===== src/rtl/wb_slot_scheduler_if.sv =====
// Pipe 1 issue/writeback bundle for wb_slot_scheduler.
// WB_SCHED_STATS_EN adds the alu_conflict_cnt statistic.
interface wb_slot_scheduler_if;
  logic alu_req;
  logic imul_req;
  logic flush;
  logic alu_grant;
  logic imul_grant;
  logic wb_valid;
  logic wb_sel;
  logic busy;
`ifdef WB_SCHED_STATS_EN
  logic [31:0] alu_conflict_cnt;

  modport master (
    output alu_req, imul_req, flush,
    input  alu_grant, imul_grant, wb_valid, wb_sel, busy, alu_conflict_cnt
  );
  modport slave (
    input  alu_req, imul_req, flush,
    output alu_grant, imul_grant, wb_valid, wb_sel, busy, alu_conflict_cnt
  );
`else
  modport master (
    output alu_req, imul_req, flush,
    input  alu_grant, imul_grant, wb_valid, wb_sel, busy
  );
  modport slave (
    input  alu_req, imul_req, flush,
    output alu_grant, imul_grant, wb_valid, wb_sel, busy
  );
`endif
endinterface


===== src/rtl/wb_slot_scheduler.sv =====
// Pipe 1 writeback-slot scheduler: arbitrates ALU (1-cycle) vs IMUL (LAT-cycle) issue so that
// results never collide on the shared result bus. WB_SCHED_STATS_EN adds alu_conflict_cnt.
module wb_slot_scheduler #(
  parameter int unsigned LAT        = 3,
  parameter int unsigned STARVE_MAX = 4
) (
  input logic               clock,
  input logic               reset,
  wb_slot_scheduler_if.slave bus
);
  localparam logic [3:0] StarveMax = 4'(STARVE_MAX);

  // Slot k holds the writeback due k cycles from now; rs marks IMUL as source.
  logic [LAT:1] rv_q, rv_d, rs_q, rs_d;
  logic [LAT:1] rv_sh, rs_sh;
  logic [3:0]   sc_q, sc_d;
  logic         rr_q, rr_d;
  logic         alu_elig, imul_elig, alu_gnt, imul_gnt;

  always_comb begin
    rv_sh     = {1'b0, rv_q[LAT:2]};
    rs_sh     = {1'b0, rs_q[LAT:2]};
    alu_elig  = bus.alu_req && !rv_sh[1];
    imul_elig = bus.imul_req && (sc_q < StarveMax);
    alu_gnt   = 1'b0;
    imul_gnt  = 1'b0;
    rr_d      = rr_q;
    if (!reset && !bus.flush) begin
      if (alu_elig && imul_elig) begin
        alu_gnt  = !rr_q;
        imul_gnt = rr_q;
        rr_d     = !rr_q;
      end else begin
        alu_gnt  = alu_elig;
        imul_gnt = imul_elig;
      end
    end

    rv_d = rv_sh;
    rs_d = rs_sh;
    if (alu_gnt) begin
      rv_d[1] = 1'b1;
      rs_d[1] = 1'b0;
    end
    if (imul_gnt) begin
      rv_d[LAT] = 1'b1;
      rs_d[LAT] = 1'b1;
    end

    // Starvation counter only advances while the ALU is structurally blocked.
    if (!bus.alu_req || alu_gnt) begin
      sc_d = 4'd0;
    end else if (!alu_elig && sc_q != 4'hF) begin
      sc_d = sc_q + 4'd1;
    end else begin
      sc_d = sc_q;
    end

    if (bus.flush) begin
      rv_d = '0;
      rs_d = '0;
      sc_d = 4'd0;
      rr_d = 1'b0;
    end
  end

  always_ff @(posedge clock) begin
    if (reset) begin
      rv_q <= '0;
      rs_q <= '0;
      sc_q <= 4'd0;
      rr_q <= 1'b0;
    end else begin
      rv_q <= rv_d;
      rs_q <= rs_d;
      sc_q <= sc_d;
      rr_q <= rr_d;
    end
  end

  // Outputs are forced low during reset, including the first cycle before state clears.
  assign bus.alu_grant  = alu_gnt;
  assign bus.imul_grant = imul_gnt;
  assign bus.wb_valid   = rv_q[1] && !reset;
  assign bus.wb_sel     = rs_q[1] && !reset;
  assign bus.busy       = (|rv_q) && !reset;

`ifdef WB_SCHED_STATS_EN
  logic [31:0] cnt_q, cnt_d;

  always_comb begin
    cnt_d = cnt_q;
    if (bus.alu_req && !alu_gnt && !bus.flush) begin
      cnt_d = cnt_q + 32'd1;
    end
  end

  always_ff @(posedge clock) begin
    if (reset) begin
      cnt_q <= 32'd0;
    end else begin
      cnt_q <= cnt_d;
    end
  end

  assign bus.alu_conflict_cnt = cnt_q;
`endif

`ifndef SYNTHESIS
  a_one_grant: assert property (@(posedge clock) disable iff (reset) !(alu_gnt && imul_gnt));
  a_no_double_wb: assert property (@(posedge clock) disable iff (reset)
    !(alu_gnt && rv_sh[1]) && !(imul_gnt && rv_sh[LAT]));
`endif
endmodule


===== src/flat_wrapper.sv =====
// flat-port wrapper written by rule: the top's interface ports become plain ports
module wb_slot_scheduler_flat 
#(
  parameter int unsigned LAT        = 3,
  parameter int unsigned STARVE_MAX = 4
)
  (clock, reset, bus_alu_req, bus_imul_req, bus_flush, bus_alu_grant, bus_imul_grant, bus_wb_valid, bus_wb_sel, bus_busy);
  wb_slot_scheduler_if bus_i ();
  input logic clock;
  input logic reset;
  input wire logic [$bits(bus_i.alu_req)-1:0] bus_alu_req;
  input wire logic [$bits(bus_i.imul_req)-1:0] bus_imul_req;
  input wire logic [$bits(bus_i.flush)-1:0] bus_flush;
  output wire logic [$bits(bus_i.alu_grant)-1:0] bus_alu_grant;
  output wire logic [$bits(bus_i.imul_grant)-1:0] bus_imul_grant;
  output wire logic [$bits(bus_i.wb_valid)-1:0] bus_wb_valid;
  output wire logic [$bits(bus_i.wb_sel)-1:0] bus_wb_sel;
  output wire logic [$bits(bus_i.busy)-1:0] bus_busy;
  assign bus_i.alu_req = bus_alu_req;
  assign bus_i.imul_req = bus_imul_req;
  assign bus_i.flush = bus_flush;
  assign bus_alu_grant = bus_i.alu_grant;
  assign bus_imul_grant = bus_i.imul_grant;
  assign bus_wb_valid = bus_i.wb_valid;
  assign bus_wb_sel = bus_i.wb_sel;
  assign bus_busy = bus_i.busy;
  wb_slot_scheduler #(.LAT(LAT), .STARVE_MAX(STARVE_MAX)) u_core (.clock(clock), .reset(reset), .bus(bus_i));
endmodule

===== config.mk =====
export PLATFORM = sky130hd
export DESIGN_NAME = wb_slot_scheduler_flat
export DESIGN_NICKNAME = d
export VERILOG_FILES = /design/src/rtl/wb_slot_scheduler_if.sv /design/src/rtl/wb_slot_scheduler.sv /design/src/flat_wrapper.sv
export SDC_FILE = /design/constraint.sdc
export NUM_CORES = 1
export LEC_CHECK = 0
export CAP_MARGIN = 20
export CORE_AREA = 2 2 39 41
export CTS_CLUSTER_SIZE = 28
export DETAILED_ROUTE_END_ITERATION = 16
export DIE_AREA = 0 0 41 43
export PLACE_DENSITY = 0.57
export SYNTH_ARGS = -nofsm -noshare
export SYNTH_HDL_FRONTEND = slang
export SYNTH_SLANG_ARGS = --single-unit

===== constraint.sdc =====
create_clock -name clock -period 1.85 [get_ports clock]
set_input_delay 0.2775 -clock clock [delete_from_list [all_inputs] [get_ports clock]]
set_output_delay 0.2775 -clock clock [all_outputs]
set_load 0.02 [all_outputs]

==> impl_metrics.toml, run 1 <==
[clock_tree]
clk_latency_ns = 0.28
clock_sinks = 9
postCtsSetupBuffers = 0
clk_root_buffer_cell = "clkbuf_4"
htreeDepth = 1
clkTransAtPathRegs_ns = 0.07
cts_buffers = 3
clockBufferDepth = 2
tritoncts = "yes"

[synthesis]
ys_ff_latch = 9
synth_top_family_by_area = "simple AND/OR/NAND/NOR gates"
ys_warn_count = 0
synth.distinct_cells = 23
synth_edf_count = 0
synthCells = 47
synth_top_area_cell = "dfxtp_1"
synth_mux_area_share_pct = 0
synthTopCellsByCount = "dfxtp_1 (9), nor2_1 (5), nor3_1 (4), o21ai_0 (4)"
syn-num-nets = 53
synth-compound-area-share_pct = 17.9
syn-cell-area_um2 = 413
avgSynthCellArea_um2 = 8.79
synthFlopType = "dfxtp_1"
synth_area_leaders = "dfxtp_1 (44%), nor3_1 (4.8%), o21ai_0 (4.8%)"
synthXorXnorAreaFrac_pct = 0
synthAdderAreaFrac_pct = 3.03
synth_top_area_share_pct = 43.6
yosysSeqAreaShare_pct = 43.6
yosysMostFrequentCell = "dfxtp_1"
synthSimpleGateAreaFrac_pct = 34.5
synthArstFlopShare_pct = 0

[final_layout]
final_util_pct = 43.1
drive_gt1_share_pct = 23.9
final_cell_count_no_fill = 83
area_delta_synth_final_pct = 44.5
antennaDiodeCount = 0
final_nets = 74
n_fill_cell = 148

[detailed_routing]
viasPerCell = 4.86
drt-total-wl_um = 870
drc_errors = 0
drt_iter0_drc = 4
avgRoutedWirePerCell_um = 10.5
final_antenna_net_count = 0
vias = 403
dr.pass1.iters = 4

[worst_setup_path]
crit_family = "simple AND/OR/NAND/NOR gates"
r2r_end = "u_core.rr_q"
rr_startpoint = "u_core.sc_q[3]"
required_ns = 1.57
crit_path_start = "u_core.sc_q[3]"
cp_max_fo = 6
rrSetupSlack_ns = 0.45
critPathCapture = "bus_alu_grant"
crit_type = "flop to primary output"
crit_path_max_incr_delay_ns = 0.41
slowest_stage = "dfxtp_1"
crit_path_end_kind = "primary output"
critical_path_depth = 3
r2r_cells = 4
crit_arrival_ns = 1.47
critPathLaunchType = "flop"
cp_num_buf_inv = 1
path_cells = "and4bb_2 -> nor4_1 -> dlygate4sd2_1"

[sta]
fin_skew_ns = 0.0143
hold_slack_ns = 0.484
finalSetupTns_ns = 0
tightestPinTransition_ns = 0.391
hold_viol_final = 0
rsz0062_at_grt = "no"
min_period_ns = 1.75
fmax_mhz = 572
period_share_pct = 94.5
drv_slew = 0
setup_violations = 0
relSlewSlack_pct = 73.8

[placed_design]
placed_cells = 79
gp_congestion = 0.703
place_hpwl_um = 694
port_buffers = 9

[power_and_ir_drop]
finalPower_w = 0.000404
ir_worst_vdd_v = 0.000410
power_leakage_nw = 0.255
pwr_density_cell_nw_per_um2 = 677

[global_routing]
antenna_found_initial = 0
overflow = 0
grt_max_degree = 7
grt_usage_pct = 14.0
first_global_vias = 372
grt_pass1_wl_mm = 1.55

[die]
rows = 14
chipWidth_um = 41
fp.dieArea_um2 = 1760
start_util_pct = 29.8
dieHeight_um = 43
ios = 10
placeableCoreArea_um2 = 1380

[outcome]
status = "complete, no violations"

[job]
cap_violations = 0

[min_path]
hp-class = "flop to flop"
-- sequential cells by signal (all words and copies together) (netlist names) --
register     flops
u_core.sc_q      4
u_core.rs_q      3
u_core.rr_q      1
u_core.rv_q      1
-- cell families (layout without fill, tap and decap cells) --
kind of cell | count (synthesis) | after routing
buf+inv | 1 | 21
fa+ha+maj | 1 | 1
flops | 9 | 9
compound gates | 12 | 12
simple gates | 24 | 24
-- cells in the final DEF, fill, tap and decap left out, types with 3 or more instances in the layout --
master / count
dfxtp_1: 9
a21oi_1: 3
buf_4: 8
clkbuf_4: 3
dlygate4sd2_1: 4
nor2b_1: 3
clkdlybuf4s50_1: 4
nor3_1: 4
nor2_1: 5
o21ai_0: 4
-- per-stage QoR --
step,worst slack (ns),instance area (um2)
floorplan,0.270,413
detailed placement,-0.263,579
CTS,0.00940,601
global placement,-0.245,579
finish,0.102,597
global route,0.00629,597
-- worst min-delay path by stage --
| stage | end | cells after the start | from | slack (ns) |
|---|---|---|---|---|
| detailed placement | u_core.rs_q[2] | 1 | u_core.rs_q[3] | 0.46 |
| CTS | u_core.rs_q[2] | 1 | u_core.rs_q[3] | 0.49 |
| finish | u_core.rs_q[2] | 1 | u_core.rs_q[3] | 0.48 |
| global placement | u_core.rs_q[2] | 1 | u_core.rs_q[3] | 0.45 |
| floorplan | u_core.rs_q[2] | 1 | u_core.rs_q[3] | 0.43 |
| global route | u_core.rs_q[2] | 1 | u_core.rs_q[3] | 0.51 |
-- area by class of cell --
class                      instances  area (um2)  share of cell area (%)
multi-input combinational         37         229                    38.4
sequential                         9         180                    30.2
timing repair buffer              17         140                    23.5
clock buffer                       3        22.5                    3.77
tap                               16        20.0                    3.35
clock inverter                     1        5.00                   0.839
-- per-layer routing --
metal	wire length [um]	up-vias	GRT usage [%]	part of all wire [%]
li1	-	211	-	-
met1	411	179	16.6	47
met2	382	9	18.1	44
met3	46	4	9.42	5.3
met4	29	0	8.00	3.3
met5	0	-	0	0
-- power by group --
part / internal, W / total (W) / switching, W
Combinational: 0.0000267 / 0.0000470 / 0.0000203
Sequential: 0.000196 / 0.000198 / 0.00000169
Clock: 0.0000800 / 0.000159 / 0.0000793
Total: 0.000303 / 0.000404 / 0.000101
-- repair_timing --
action,4_1_cts,5_1_grt
endpoints found under the hold margin,0,0
hold buffers,0,0
gates resized for setup,5,2
setup endpoints to repair,5,1
No activity file was read; power rests on OpenSTA's default activity.
==> inputs of run 2 (changes only) <==
CAP_MARGIN = default   (was 20)
SLEW_MARGIN = 25   (was default)
==> results of run 2 <==
The final DEF is identical to that of run 1; final timing and power are the same.
==> inputs of run 3 (changes only) <==
clock period = 1.7 ns   (was 1.85 ns; I/O delays follow)
==> impl_metrics.toml, run 3 (synthesis results as in run 1) <==
[worst_setup_path]
cp_max_fo = 2
path_cells = "clkdlybuf4s50_1 -> or3b_4 -> nor2_1 -> buf_2"
crit_path_end_kind = "primary output"
critPathLaunchType = "input port"
crit_arrival_ns = 1.36
cp_num_buf_inv = 2
slowest_stage = "clkdlybuf4s50_1"
crit_path_max_incr_delay_ns = 0.46
crit_type = "input port to primary output"
crit_family = "buffers and inverters"
required_ns = 1.44

[die]
start_util_pct = 29.8
ios = 10
dieHeight_um = 43
chipWidth_um = 41
fp.dieArea_um2 = 1760
rows = 14
placeableCoreArea_um2 = 1380

[sta]
setup_violations = 0
fin_skew_ns = 0.00104
hold_viol_final = 0
rsz0062_at_grt = "no"
fmax_mhz = 620
period_share_pct = 94.8
min_period_ns = 1.61
relSlewSlack_pct = 76.1
drv_slew = 0
tightestPinTransition_ns = 0.357

[detailed_routing]
vias = 412
final_antenna_net_count = 0
avgRoutedWirePerCell_um = 10.5
viasPerCell = 4.85
drc_errors = 0
dr.pass1.iters = 4
drt-total-wl_um = 895
drt_iter0_drc = 4

[clock_tree]
cts_buffers = 3
clockBufferDepth = 2
clkTransAtPathRegs_ns = 0.06
ctsHoldBuffers = 0
clk_root_buffer_cell = "clkbuf_4"
tritoncts = "yes"
htreeDepth = 1
clk_latency_ns = 0.27
clock_sinks = 9

[global_routing]
grt_max_degree = 7
antenna_found_initial = 0
grt_usage_pct = 14.1
grt_pass1_wl_mm = 1.58
first_global_vias = 398
overflow = 0

[job]
cap_violations = 0

[final_layout]
mostFrequentLayoutCells = "buf_4 (10), dfxtp_1 (9), nor2_1 (5)"
area_delta_synth_final_pct = 47.0
reg_top3 = "u_core.sc_q: 4 flops, u_core.rs_q: 3 flops"
max_flop_register = "u_core.sc_q"
n_fill_cell = 141
multiInputGateArea_um2 = 229
regArea_um2 = 180
stdcell_area_um2 = 607
final_common_cell = "buf_4"
largest_reg_flops = 4
drive_gt1_share_pct = 26.1
antennaDiodeCount = 0
final_nets = 76
final_util_pct = 43.9

[power_and_ir_drop]
power_leakage_nw = 0.260
pwr_density_cell_nw_per_um2 = 725
ir_worst_vdd_v = 0.000419

[placed_design]
place_hpwl_um = 691
port_buffers = 9
placed_area_um2 = 594
gp_congestion = 0.788

[outcome]
status = "complete, no violations"

[min_path]
hp-class = "flop to flop"
## run 3: changes by cell type in the layout (fill, tap and decap cells not counted), sizes merged
cell         previous run  this run
buf                     8        11
clkbuf                  4         5
clkinv                  1         0
dlygate4sd2             4         3
## run 3: routing by layer
metal	vias to the layer above	GRT usage [%]	part of all wire [%]
met2	9	18.1	44
li1	218	-	-
met5	-	0	0
met3	5	4.71	4.2
met1	180	16.9	46
met4	0	14.0	5.1
## run 3: layout make-up
type / instances / area share [%]
clock buffer: 4 / 4.33
multi-input combinational: 37 / 37.7
sequential: 9 / 29.7
tap: 16 / 3.30
timing repair buffer: 19 / 24.9
## run 3: worst paths after layout
path | startpoint | endpoint | slack, ns | cells after the start
max | bus_imul_req | bus_imul_grant | 0.09 | 4
min | u_core.rs_q[3] | u_core.rs_q[2] | 0.47 | 1
max reg2reg | u_core.sc_q[3] | u_core.rr_q | 0.33 | 4
min reg2reg | u_core.rs_q[3] | u_core.rs_q[2] | 0.47 | 1
## run 3: through the flow
stage	setup WS, ns	hold slack (ns)	cells	total power (W)	setup TNS [ns]
3_5_place_dp	-0.356	0.453	81	0.000275	-1.04
3_3_place_gp	-0.351	0.456	81	0.000275	-1.01
5_1_grt	0.00683	0.484	85	0.000457	0
6_report	0.0876	0.468	85	0.000440	0
4_1_cts	0.0173	0.468	85	0.000445	0
2_1_floorplan	0.143	0.431	47	0.000242	0
## run 3: repair_timing
action	4_1_cts	5_1_grt
setup endpoints to repair	5	1
gates cloned	0	0
resized for setup	8	3
setup buffers	0	0
## run 3: where the power goes
part	internal (W)	total, W	switching (W)
logic	0.0000289	0.0000513	0.0000224
registers	0.000214	0.000215	0.00000152
clock network	0.0000910	0.000174	0.0000825
total	0.000334	0.000440	0.000106
